===== src/rtl/leitor_fila_if.sv =====
// rtl/leitor_fila_if.sv - queue-side and serial-side signals of the queue drain reader
interface leitor_fila_if;
    logic       enable;
    logic [7:0] len_in;
    logic [7:0] data_in;
    logic       dequeue_out;
    logic       serial_out;
    logic       valid_out;
    logic       busy_out;
    logic [7:0] byte_count_out;

    modport master (
        output enable, len_in, data_in,
        input  dequeue_out, serial_out, valid_out, busy_out, byte_count_out
    );

    modport slave (
        input  enable, len_in, data_in,
        output dequeue_out, serial_out, valid_out, busy_out, byte_count_out
    );
endinterface


===== src/rtl/leitor_fila.sv =====
// rtl/leitor_fila.sv - drains one byte at a time from the byte queue and shifts it out MSB-first
module leitor_fila #(
    parameter int unsigned THRESHOLD = 1
) (
    input  logic          clk_10KHz,
    input  logic          reset,
    leitor_fila_if.slave  fila
);
    localparam int unsigned TH_EFF = (THRESHOLD == 0) ? 1 : THRESHOLD;
    localparam logic [7:0]  W_TH   = 8'(TH_EFF);

    typedef enum logic [2:0] {
        S_IDLE,
        S_DEQ,
        S_LOAD,
        S_SEND,
        S_GAP
    } state_t;

    state_t     r_state;
    logic [7:0] r_shift;
    logic [2:0] r_cnt;
    logic       r_dequeue;
    logic       r_serial;
    logic       r_valid;
    logic       r_busy;
    logic [7:0] r_byte_count;
    logic       w_start;

    assign w_start = fila.enable && (fila.len_in != 8'd0) && (fila.len_in >= W_TH);

    assign fila.dequeue_out    = r_dequeue;
    assign fila.serial_out     = r_serial;
    assign fila.valid_out      = r_valid;
    assign fila.busy_out       = r_busy;
    assign fila.byte_count_out = r_byte_count;

    always_ff @(posedge clk_10KHz or posedge reset) begin
        if (reset) begin
            r_state      <= S_IDLE;
            r_shift      <= 8'd0;
            r_cnt        <= 3'd0;
            r_dequeue    <= 1'b0;
            r_serial     <= 1'b0;
            r_valid      <= 1'b0;
            r_busy       <= 1'b0;
            r_byte_count <= 8'd0;
        end else begin
            case (r_state)
                S_IDLE: begin
                    if (w_start) begin
                        r_dequeue <= 1'b1;
                        r_busy    <= 1'b1;
                        r_state   <= S_DEQ;
                    end
                end
                S_DEQ: begin
                    r_dequeue <= 1'b0;
                    r_state   <= S_LOAD;
                end
                S_LOAD: begin
                    r_shift  <= fila.data_in;
                    r_serial <= fila.data_in[7];
                    r_valid  <= 1'b1;
                    r_cnt    <= 3'd0;
                    r_state  <= S_SEND;
                end
                S_SEND: begin
                    // counter at 7 means bit0 has already been on the line for a full cycle
                    if (r_cnt == 3'd7) begin
                        r_valid      <= 1'b0;
                        r_serial     <= 1'b0;
                        r_byte_count <= r_byte_count + 8'd1;
                        r_state      <= S_GAP;
                    end else begin
                        r_shift  <= {r_shift[6:0], 1'b0};
                        r_serial <= r_shift[6];
                        r_cnt    <= r_cnt + 3'd1;
                    end
                end
                S_GAP: begin
                    r_busy  <= 1'b0;
                    r_state <= S_IDLE;
                end
                default: begin
                    r_dequeue <= 1'b0;
                    r_valid   <= 1'b0;
                    r_busy    <= 1'b0;
                    r_state   <= S_IDLE;
                end
            endcase
        end
    end
endmodule


===== src/flat_wrapper.sv =====
// flat-port wrapper written by rule: the top's interface ports become plain ports
module leitor_fila_flat 
#(
    parameter int unsigned THRESHOLD = 1
)
  (clk_10KHz, reset, fila_enable, fila_len_in, fila_data_in, fila_dequeue_out, fila_serial_out, fila_valid_out, fila_busy_out, fila_byte_count_out);
  leitor_fila_if fila_i ();
  input  logic clk_10KHz;
  input  logic reset;
  input wire logic [$bits(fila_i.enable)-1:0] fila_enable;
  input wire logic [$bits(fila_i.len_in)-1:0] fila_len_in;
  input wire logic [$bits(fila_i.data_in)-1:0] fila_data_in;
  output wire logic [$bits(fila_i.dequeue_out)-1:0] fila_dequeue_out;
  output wire logic [$bits(fila_i.serial_out)-1:0] fila_serial_out;
  output wire logic [$bits(fila_i.valid_out)-1:0] fila_valid_out;
  output wire logic [$bits(fila_i.busy_out)-1:0] fila_busy_out;
  output wire logic [$bits(fila_i.byte_count_out)-1:0] fila_byte_count_out;
  assign fila_i.enable = fila_enable;
  assign fila_i.len_in = fila_len_in;
  assign fila_i.data_in = fila_data_in;
  assign fila_dequeue_out = fila_i.dequeue_out;
  assign fila_serial_out = fila_i.serial_out;
  assign fila_valid_out = fila_i.valid_out;
  assign fila_busy_out = fila_i.busy_out;
  assign fila_byte_count_out = fila_i.byte_count_out;
  leitor_fila #(.THRESHOLD(THRESHOLD)) u_core (.clk_10KHz(clk_10KHz), .reset(reset), .fila(fila_i));
endmodule

===== config.mk =====
export PLATFORM = sky130hd
export DESIGN_NAME = leitor_fila_flat
export DESIGN_NICKNAME = d
export VERILOG_FILES = /design/src/rtl/leitor_fila_if.sv /design/src/rtl/leitor_fila.sv /design/src/flat_wrapper.sv
export SDC_FILE = /design/constraint.sdc
export NUM_CORES = 1
export LEC_CHECK = 0
export ABC_AREA = 1
export ABC_CLOCK_PERIOD_IN_PS = 3300
export BUFFER_PORTS_ARGS = -buffer_cell sky130_fd_sc_hd__buf_2
export CORE_MARGIN = 3
export CORE_UTILIZATION = 52
export CTS_CLUSTER_DIAMETER = 60
export CTS_CLUSTER_SIZE = 30
export DETAILED_ROUTE_END_ITERATION = 7
export GPL_TIMING_DRIVEN = 0
export PLACE_DENSITY_LB_ADDON = 0.1
export SYNTH_ARGS = -nofsm -noshare
export SYNTH_HDL_FRONTEND = slang
export SYNTH_SLANG_ARGS = --single-unit

===== constraint.sdc =====
create_clock -name clk_10KHz -period 3.3 [get_ports clk_10KHz]
set_clock_uncertainty 0.1 [all_clocks]
set_input_delay 0 -clock clk_10KHz [delete_from_list [all_inputs] [get_ports clk_10KHz]]
set_output_delay 0 -clock clk_10KHz [all_outputs]
set_load 0.005 [all_outputs]

* Word-level counts from Yosys, hierarchy flattened
Cells that the tools add are included.
** Operators by class
- $add $sub $neg :: 2
- $lt $le $gt $ge :: 1
- Equal/unequal tests :: 8
- Multiplexer cells :: 14
- Bitwise operators :: 3
- Reduce and logical (&&, ||, !) cells :: 14
** Operator list (number)
- $pmux 7 s2 :: 1
- $pmux 3 s4 :: 1
- $reduce_and 2->1 :: 6
- $mux 3 :: 3
- $reduce_or 3->1 :: 3
- $add 8x1->8 const B :: 1
- $ge 8x1->1 const B :: 1
- $reduce_bool 8->1 :: 1
- $mux 7 :: 1
- $eq 3x2->1 const B :: 2
- $eq 3x3->1 const B :: 2
- $pmux 1 s2 :: 3
- $pmux 3 s2 :: 1
- $ne 2x1->1 const B :: 2
- $add 3x1->3 const B :: 1
- $eq 3x1->1 const B :: 1
- $logic_not 3->1 :: 1
- $mux 1 :: 3
- $not 1->1 :: 3
- $pmux 1 s3 :: 1
- $logic_and 1x1->1 :: 2
- $ne 2x2->1 const B :: 1
- $reduce_bool 2->1 :: 1
** Storage, ports and cells
- Register bits after elaboration :: 25
- Bits of input ports :: 19
- Output and inout port bits :: 12
- Logic and storage cells :: 50

* Longest topological paths before layout
Gate-level depths: netlist of the first run.
- Depth after elaboration :: 5
- Mapped depth :: 8
- Mapped depth without buffers :: 7

* Worst setup path after synthesis of the first run
OpenSTA, ideal clock, no wires.
- Path type :: flip-flop to flip-flop
- Start point :: reg u_core.r_cnt[0]
- End point :: reg u_core.r_shift[1]
- Library setup time :: 0.074 ns
- Arrival :: 1.308 ns
- Required time :: 3.126 ns
- Setup slack :: 1.818 ns
- Cell stages (with the launch flop) :: 9
- Path buffers :: 1
- Period minus slack after synthesis :: 1.482 ns
- Cells stage by stage :: dfrtp_1 > ha_1 > ha_1 > nand2_4 > nand2_4 > inv_2 > buf_6 > o211ai_2 > o21ai_2
** Between the ends
- Longest elaborated chain between the ends :: 3
** RTL lines
- from (decl) :: RTL line leitor_fila.sv:22 : logic [2:0] r_cnt;
- from (signal assigned) :: RTL line leitor_fila.sv:78 : r_cnt <= r_cnt + 3'd1;
- $eq 3x3->1 :: RTL line leitor_fila.sv:70 : if (r_cnt == 3'd7) begin
- $ne 2x2->1 (no line)
- $reduce_and 2->1 (no line)
- to (signal assigned) :: RTL line leitor_fila.sv:62 : r_shift <= fila.data_in;
- to (signal assigned) :: RTL line leitor_fila.sv:76 : r_shift <= {r_shift[6:0], 1'b0};
- to (decl) :: RTL line leitor_fila.sv:21 : logic [7:0] r_shift;
Every way passes these cells.
A chain may end at the register's enable or synchronous reset.

* Worst setup path after layout of the first run
Ends and elaborated chain as after synthesis.

==> flow_metrics.py, run 1 <==
metrics = {
    "status": {
        "outcome": "finished, final reports clean",
    },
    "synth": {
        "netlist.area_leader.share_pct": 49.6,
        "ys_ff_latch": 25,
        "synth_compound_area_share_pct": 14.9,
        "yosys.area.top_type": "dfrtp_1",
        "synth.area.top_cells": "dfrtp_1 (50%), nand2_1 (10%), inv_1 (4.8%)",
        "seq_area_frac_synth_pct": 49.6,
        "synth_async_sr_flop_share_pct": 100,
        "synth_edf_count": 0,
        "synth_xor_area_share_pct": 3.47,
        "yosysWarnings": 0,
        "synth_cell_types": 27,
        "syn-num-nets": 160,
        "syn_area_um2": 1260,
        "postSynthAreaPerCell_um2": 9.14,
        "synth_top_family_by_area": "simple AND/OR/NAND/NOR gates",
        "muxShareOfSynthArea_pct": 0,
        "synthSimpleGateAreaFrac_pct": 22.1,
        "synthAdderAreaFrac_pct": 2.98,
        "syn_inst": 138,
        "synth_top_flop_cell": "dfrtp_1",
    },
    "grt": {
        "grt_max_degree": 26,
        "grt_pass1_wl_um": 4600,
        "antenna_found_initial": 0,
        "grt_use_total_pct": 18.6,
        "gr-total-overflow": 0,
        "grt_pass1_vias": 1065,
    },
    "timing": {
        "slew_headroom_pct": 36.7,
        "setup_viol": 0,
        "fmax_mhz": 611,
        "setup_tns_ps": 0,
        "slew_violations": 0,
        "worst_pin_slew_ps": 948,
        "hold_violations": 0,
        "grt_setup_unrepaired": "false",
        "post-route-period-util_pct": 49.6,
        "min_period_ps": 1640,
    },
    "clock_network": {
        "cts.sink_count": 25,
        "post_cts_buffers": 0,
        "clk_latency_ps": 320,
        "cts_buffer_depth": 2,
        "cts_root_buf": "clkbuf_4",
        "cts_buffers": 3,
        "htree_levels": 1,
        "cts_tree": "built",
        "path_clk_slew_ps": 130,
    },
    "finish": {
        "multi_input_area_um2": 548,
        "area.growth.synth_to_final_pct": 24.7,
        "antenna_cells": 0,
        "seqCellArea_um2": 626,
        "fin_area_um2": 1570,
        "nFillCells": 198,
        "postLayoutCoreUtil_pct": 69.8,
        "final_layout_size_suffix_gt1_share_pct": 28.6,
        "finish.net_count": 205,
    },
    "drt": {
        "ant_nets": 0,
        "first_pass_iters": 4,
        "vias_per_cell": 4.98,
        "drt_iter0_markers": 12,
        "drc_errors": 0,
        "drt_wl_total_um": 2550,
        "vias": 1046,
        "wl_per_cell_um": 12.1,
    },
    "critical_path": {
        "start_kind": "register",
        "cp_slowest_cell": "dfrtp_1",
        "critPathCaptureType": "register",
        "cp_max_fo": 10,
        "critPathRequiredTime_ps": 3460,
        "crit_arrival_ps": 1800,
        "cpPeakStageDelay_ps": 420,
        "crit_chain": "ha_1 > ha_1 > nand2_4 > nand2_4 > inv_2 > buf_6 > o211ai_2 > o21ai_2",
        "worstSetupPathType": "register to register",
    },
    "pwr": {
        "switchingPower_mw": 0.470,
        "finalPower_mw": 1.18,
        "p_comb_share_pct": 48.0,
        "power_frac_seq_pct": 40.4,
        "p_int_mw": 0.707,
        "switching_share_pct": 39.9,
        "p_clk_share_pct": 11.6,
        "power_density_nw_per_um2": 749,
        "peakVddDrop_uv": 555,
        "power.leakage_nw": 0.830,
    },
    "hold_path": {
        "min_path_type": "primary input to register",
    },
    "placed_design": {
        "placed_cell_area_um2": 1450,
        "dpl.hpwl_um": 1820,
        "io_buffers": 30,
        "gp_congestion": 0.724,
    },
    "die": {
        "initial_core_util_pct": 55.9,
        "core-area_um2": 2250,
        "rows": 17,
        "die_h_um": 55.3,
        "die_w_um": 55.3,
        "io_pins": 31,
        "dieArea_um2": 3050,
    },
    "flow_run": {
        "max_cap_violations": 0,
    },
}
==> cells by family (layout without fill, tap and decap cells) <==
family	after synthesis	after routing
AND/OR/NAND/NOR	60	60
buffers and inverters	20	64
XOR/XNOR	5	5
flip-flops	25	25
AO/OA/AOI/OAI	25	25
adder cells (fa/ha/maj)	3	3
==> cell usage in the layout, fill, tap and decap left out, drive strengths merged <==
master,instances
o21a,1
nand2,37
nand3,4
a21boi,1
o211ai,5
clkbuf,4
xnor2,2
o21ai,13
inv,17
nor2,15
ha,3
nand4,2
a21oi,3
nor3,2
a22o,2
dfrtp,25
buf,33
dlygate4sd3,10
xor2,3
==> critical path, delay by kind of cell, from the launching register on <==
kind / cells / cell delay, ps
AOI/OAI and AO/OA: 2 / 160
adders and majority gates: 2 / 450
buffers and inverters: 2 / 250
DFF: 1 / 420
and+or+nand+nor: 2 / 210
==> Yosys cell counts (2+ instances only) <==
master,n
nor3_1,2
dfrtp_1,25
ha_1,3
nand4_1,2
nand3_1,3
nor2_1,13
a22o_1,2
nand2_1,34
xnor2_1,2
a21oi_1,3
o21ai_0,7
o21ai_2,6
o211ai_1,2
nand2_4,2
o211ai_2,3
inv_1,16
xor2_1,3
==> layout make-up <==
class                   count  share of cell area [%]
well taps                  28                    2.23
repair buffers             40                    15.9
inverters                  17                    4.06
multi-input cells          93                    34.8
flip-flops and latches     25                    39.8
plain buffers               3                    1.51
clock buffers               4                    1.67
==> power by group through the flow <==
stage	Clock (mW)	Combinational, mW	Sequential [mW]
after floorplan	0	0.431	0.478
after global placement	0	0.535	0.480
after detailed placement	0	0.557	0.483
after CTS	0.143	0.568	0.476
after global routing	0.153	0.640	0.489
final	0.137	0.565	0.475
==> worst paths after layout <==
path	endpoint	from	slack [ps]	cells after the start
worst max register to register	u_core.r_shift[1]	u_core.r_cnt[0]	1660	8
min in group asynchronous	u_core.r_shift[2]	reset	330	3
worst min-delay path	u_core.r_state[0]	fila_len_in[4]	50	6
worst max-delay path	u_core.r_shift[1]	u_core.r_cnt[0]	1660	8
max in group asynchronous	u_core.fila.valid_out	reset	2190	3
worst min register to register	u_core.fila.dequeue_out	u_core.fila.dequeue_out	390	2
==> routing by layer <==
metal	vias up	global-route usage (%)	share of wire (%)
met5	-	0	0
met4	0	7.29	1.6
met3	5	2.57	4.1
met2	23	34.0	53
met1	486	21.7	42
li1	532	-	-
==> metrics by stage <==
step | worst slack (ps) | instances | hold slack (ps)
after floorplan | 1820 | 138 | -72.7
after global placement | 1720 | 196 | 143
after detailed placement | 1680 | 196 | 142
after CTS | 1660 | 210 | 58.4
after global routing | 1590 | 210 | 99.9
final | 1660 | 210 | 53.5
==> state kept, by name (all words and copies together), names as in the netlist <==
| signal | count |
|---|---|
| u_core.fila.busy_out | 1 |
| u_core.fila.byte_count_out | 8 |
| u_core.fila.dequeue_out | 1 |
| u_core.fila.serial_out | 1 |
| u_core.fila.valid_out | 1 |
| u_core.r_cnt | 3 |
| u_core.r_shift | 7 |
| u_core.r_state | 3 |
==> timing repair <==
item | CTS | global route
hold endpoints to repair | 36 | 0
resized for setup | 0 | 0
hold buffers | 10 | 0
endpoints found under the setup margin | 0 | 0
Power figures use the tool's default switching activity.
==> run 2, diff against run 1 <==
--- a/config.mk
+++ b/config.mk
@@ -6,7 +6,7 @@
 export NUM_CORES = 1
 export LEC_CHECK = 0
 export ABC_AREA = 1
-export ABC_CLOCK_PERIOD_IN_PS = 3300
+export ABC_CLOCK_PERIOD_IN_PS = 1600
 export BUFFER_PORTS_ARGS = -buffer_cell sky130_fd_sc_hd__buf_2
 export CORE_MARGIN = 3
 export CORE_UTILIZATION = 52
==> constraint.sdc (replaced) <==
create_clock -name clk_10KHz -period 1.6 [get_ports clk_10KHz]
set_clock_uncertainty 0.1 [all_clocks]
set_input_delay 0 -clock clk_10KHz [delete_from_list [all_inputs] [get_ports clk_10KHz]]
set_output_delay 0 -clock clk_10KHz [all_outputs]
set_load 0.005 [all_outputs]
==> run 2 against run 1 <==
Compared with the run above:
- global-route usage did not move
- sequential share of layout area down 0.90 points
- largest power group unchanged
- die area unchanged
- cell count up 0.48%
==> flow_metrics.py, run 2 (synthesized netlist as in run 1, its figures left out) <==
metrics = {
    "finish": {
        "layout_commonest_cell": "nand2_1",
        "largest_register_ffs": 8,
        "fin_area_um2": 1610,
        "mostFrequentLayoutCells": "nand2_1 (34), buf_2 (31), dfrtp_1 (25)",
        "area.growth.synth_to_final_pct": 27.6,
        "final_layout_size_suffix_gt1_share_pct": 30.1,
        "nFillCells": 196,
        "antenna_cells": 0,
        "finish.net_count": 206,
    },
    "timing": {
        "worst_pin_slew_ps": 945,
        "fmax_mhz": 649,
        "grt_setup_unrepaired": "false",
        "slew_violations": 0,
        "slew_headroom_pct": 37.0,
        "setup_viol": 0,
        "post-route-period-util_pct": 96.3,
        "hold_violations": 0,
        "setup_tns_ps": 0,
        "min_period_ps": 1540,
        "setup_ws_ps": 58.4,
    },
    "clock_network": {
        "clk_latency_ps": 320,
        "post_cts_buffers": 0,
        "cts_tree": "built",
        "cts.sink_count": 25,
        "cts_buffer_depth": 2,
        "path_clk_slew_ps": 140,
        "htree_levels": 1,
        "cts_root_buf": "clkbuf_4",
        "cts_buffers": 3,
    },
    "pwr": {
        "peakVddDrop_uv": 1150,
        "p_int_mw": 1.52,
        "power_frac_seq_pct": 39.1,
        "p_clk_share_pct": 11.5,
        "switchingPower_mw": 0.999,
        "power.leakage_nw": 0.844,
        "p_comb_share_pct": 49.5,
        "switching_share_pct": 39.7,
        "power_density_nw_per_um2": 1560,
    },
    "flow_run": {
        "max_cap_violations": 0,
    },
    "drt": {
        "drt_iter0_markers": 18,
        "vias_per_cell": 4.97,
        "ant_nets": 0,
        "drt_wl_total_um": 2620,
        "vias": 1049,
        "drc_errors": 0,
        "wl_per_cell_um": 12.4,
        "first_pass_iters": 4,
    },
    "grt": {
        "grt_use_total_pct": 18.6,
        "grt_pass1_vias": 1065,
        "grt_max_degree": 26,
        "antenna_found_initial": 0,
        "grt_pass1_wl_um": 4600,
        "gr-total-overflow": 0,
    },
    "die": {
        "rows": 17,
        "die_h_um": 55.3,
        "io_pins": 31,
        "die_w_um": 55.3,
        "core-area_um2": 2250,
        "initial_core_util_pct": 55.9,
        "dieArea_um2": 3050,
    },
    "placed_design": {
        "dpl.hpwl_um": 1820,
        "placed_cell_area_um2": 1450,
        "gp_congestion": 0.724,
        "io_buffers": 30,
        "dp_slack_ps": -15.1,
    },
    "critical_path": {
        "critPathCaptureType": "register",
        "worstSetupPathType": "register to register",
        "crit_arrival_ps": 1710,
        "critPathRequiredTime_ps": 1770,
        "cp_max_fo": 6,
        "start_kind": "register",
    },
    "status": {
        "outcome": "finished, final reports clean",
    },
    "hold_path": {
        "min_path_type": "primary input to register",
    },
}
run 2: changes by cell type in the layout (fill, tap and decap cells not counted):
cell | previous run | this run
ha_1 | 3 | 2
inv_4 | 0 | 1
clkbuf_16 | 0 | 1
nor2_1 | 13 | 12
inv_2 | 1 | 0
nor2_2 | 1 | 2
buf_8 | 0 | 1
ha_2 | 0 | 1
buf_6 | 1 | 0
run 2: routing by layer:
| layer | global-route usage [%] | vias to the layer above | wire length (µm) |
|---|---|---|---|
| met5 | 0 | - | 0 |
| met4 | 7.29 | 0 | 41 |
| met3 | 2.57 | 5 | 114 |
| met2 | 34.0 | 29 | 1390 |
| met1 | 21.7 | 482 | 1080 |
| li1 | - | 533 | - |
run 2: repair_timing:
action	4_1_cts	5_1_grt
gates resized for setup	2	2
endpoints found under the hold margin	36	0
hold buffers	10	0
endpoints found under the setup margin	4	4
pin swaps	0	1
cloned	0	1
run 2: path summary, 6_finish.rpt:
check,from,to,slack [ps],cells after the start
max in group asynchronous,reset,u_core.fila.valid_out,500,3
worst min register to register,u_core.fila.dequeue_out,u_core.fila.dequeue_out,390,2
worst max-delay path,u_core.r_cnt[0],u_core.r_shift[1],60,8
min in group asynchronous,reset,u_core.r_shift[2],320,3
worst max register to register,u_core.r_cnt[0],u_core.r_shift[1],60,8
worst min-delay path,fila_len_in[4],u_core.r_state[0],50,6
run 2: power by group through the flow:
stage | Clock, mW | Combinational, mW | Sequential [mW]
after floorplan | 0 | 0.888 | 0.986
after global placement | 0 | 1.10 | 0.991
after detailed placement | 0 | 1.15 | 0.997
after CTS | 0.294 | 1.18 | 0.981
after global routing | 0.316 | 1.41 | 1.01
final | 0.288 | 1.25 | 0.983
run 2: layout make-up:
cell class                      count  area [µm²]  area share [%]
Sequential cell                    25         626            38.9
Clock buffer                        4        26.3            1.63
Timing Repair Buffer               41         275            17.1
Buffer                              3        27.5            1.71
Multi-Input combinational cell     93         553            34.4
Tap cell                           28        35.0            2.18
Inverter                           17        66.3            4.12
run 2: stage by stage:
step	std cells	power (mW)	utilization [%]	hold slack [ps]
floorplan	138	1.87	-	-72.7
global placement	196	2.09	64.2	143
detailed placement	196	2.15	64.2	142
CTS	210	2.46	70.0	58.4
global route	211	2.73	71.4	99.9
finish	211	2.52	71.4	52.6
run 2: worst max-delay path, cell delays in order, from the launching register on:
cell and delay (ps):
dfrtp_1 420, ha_1 210, ha_2 200, nand2_4 110, nand2_4 90, inv_4 100, buf_8 120, o211ai_2 80
o21ai_2 60
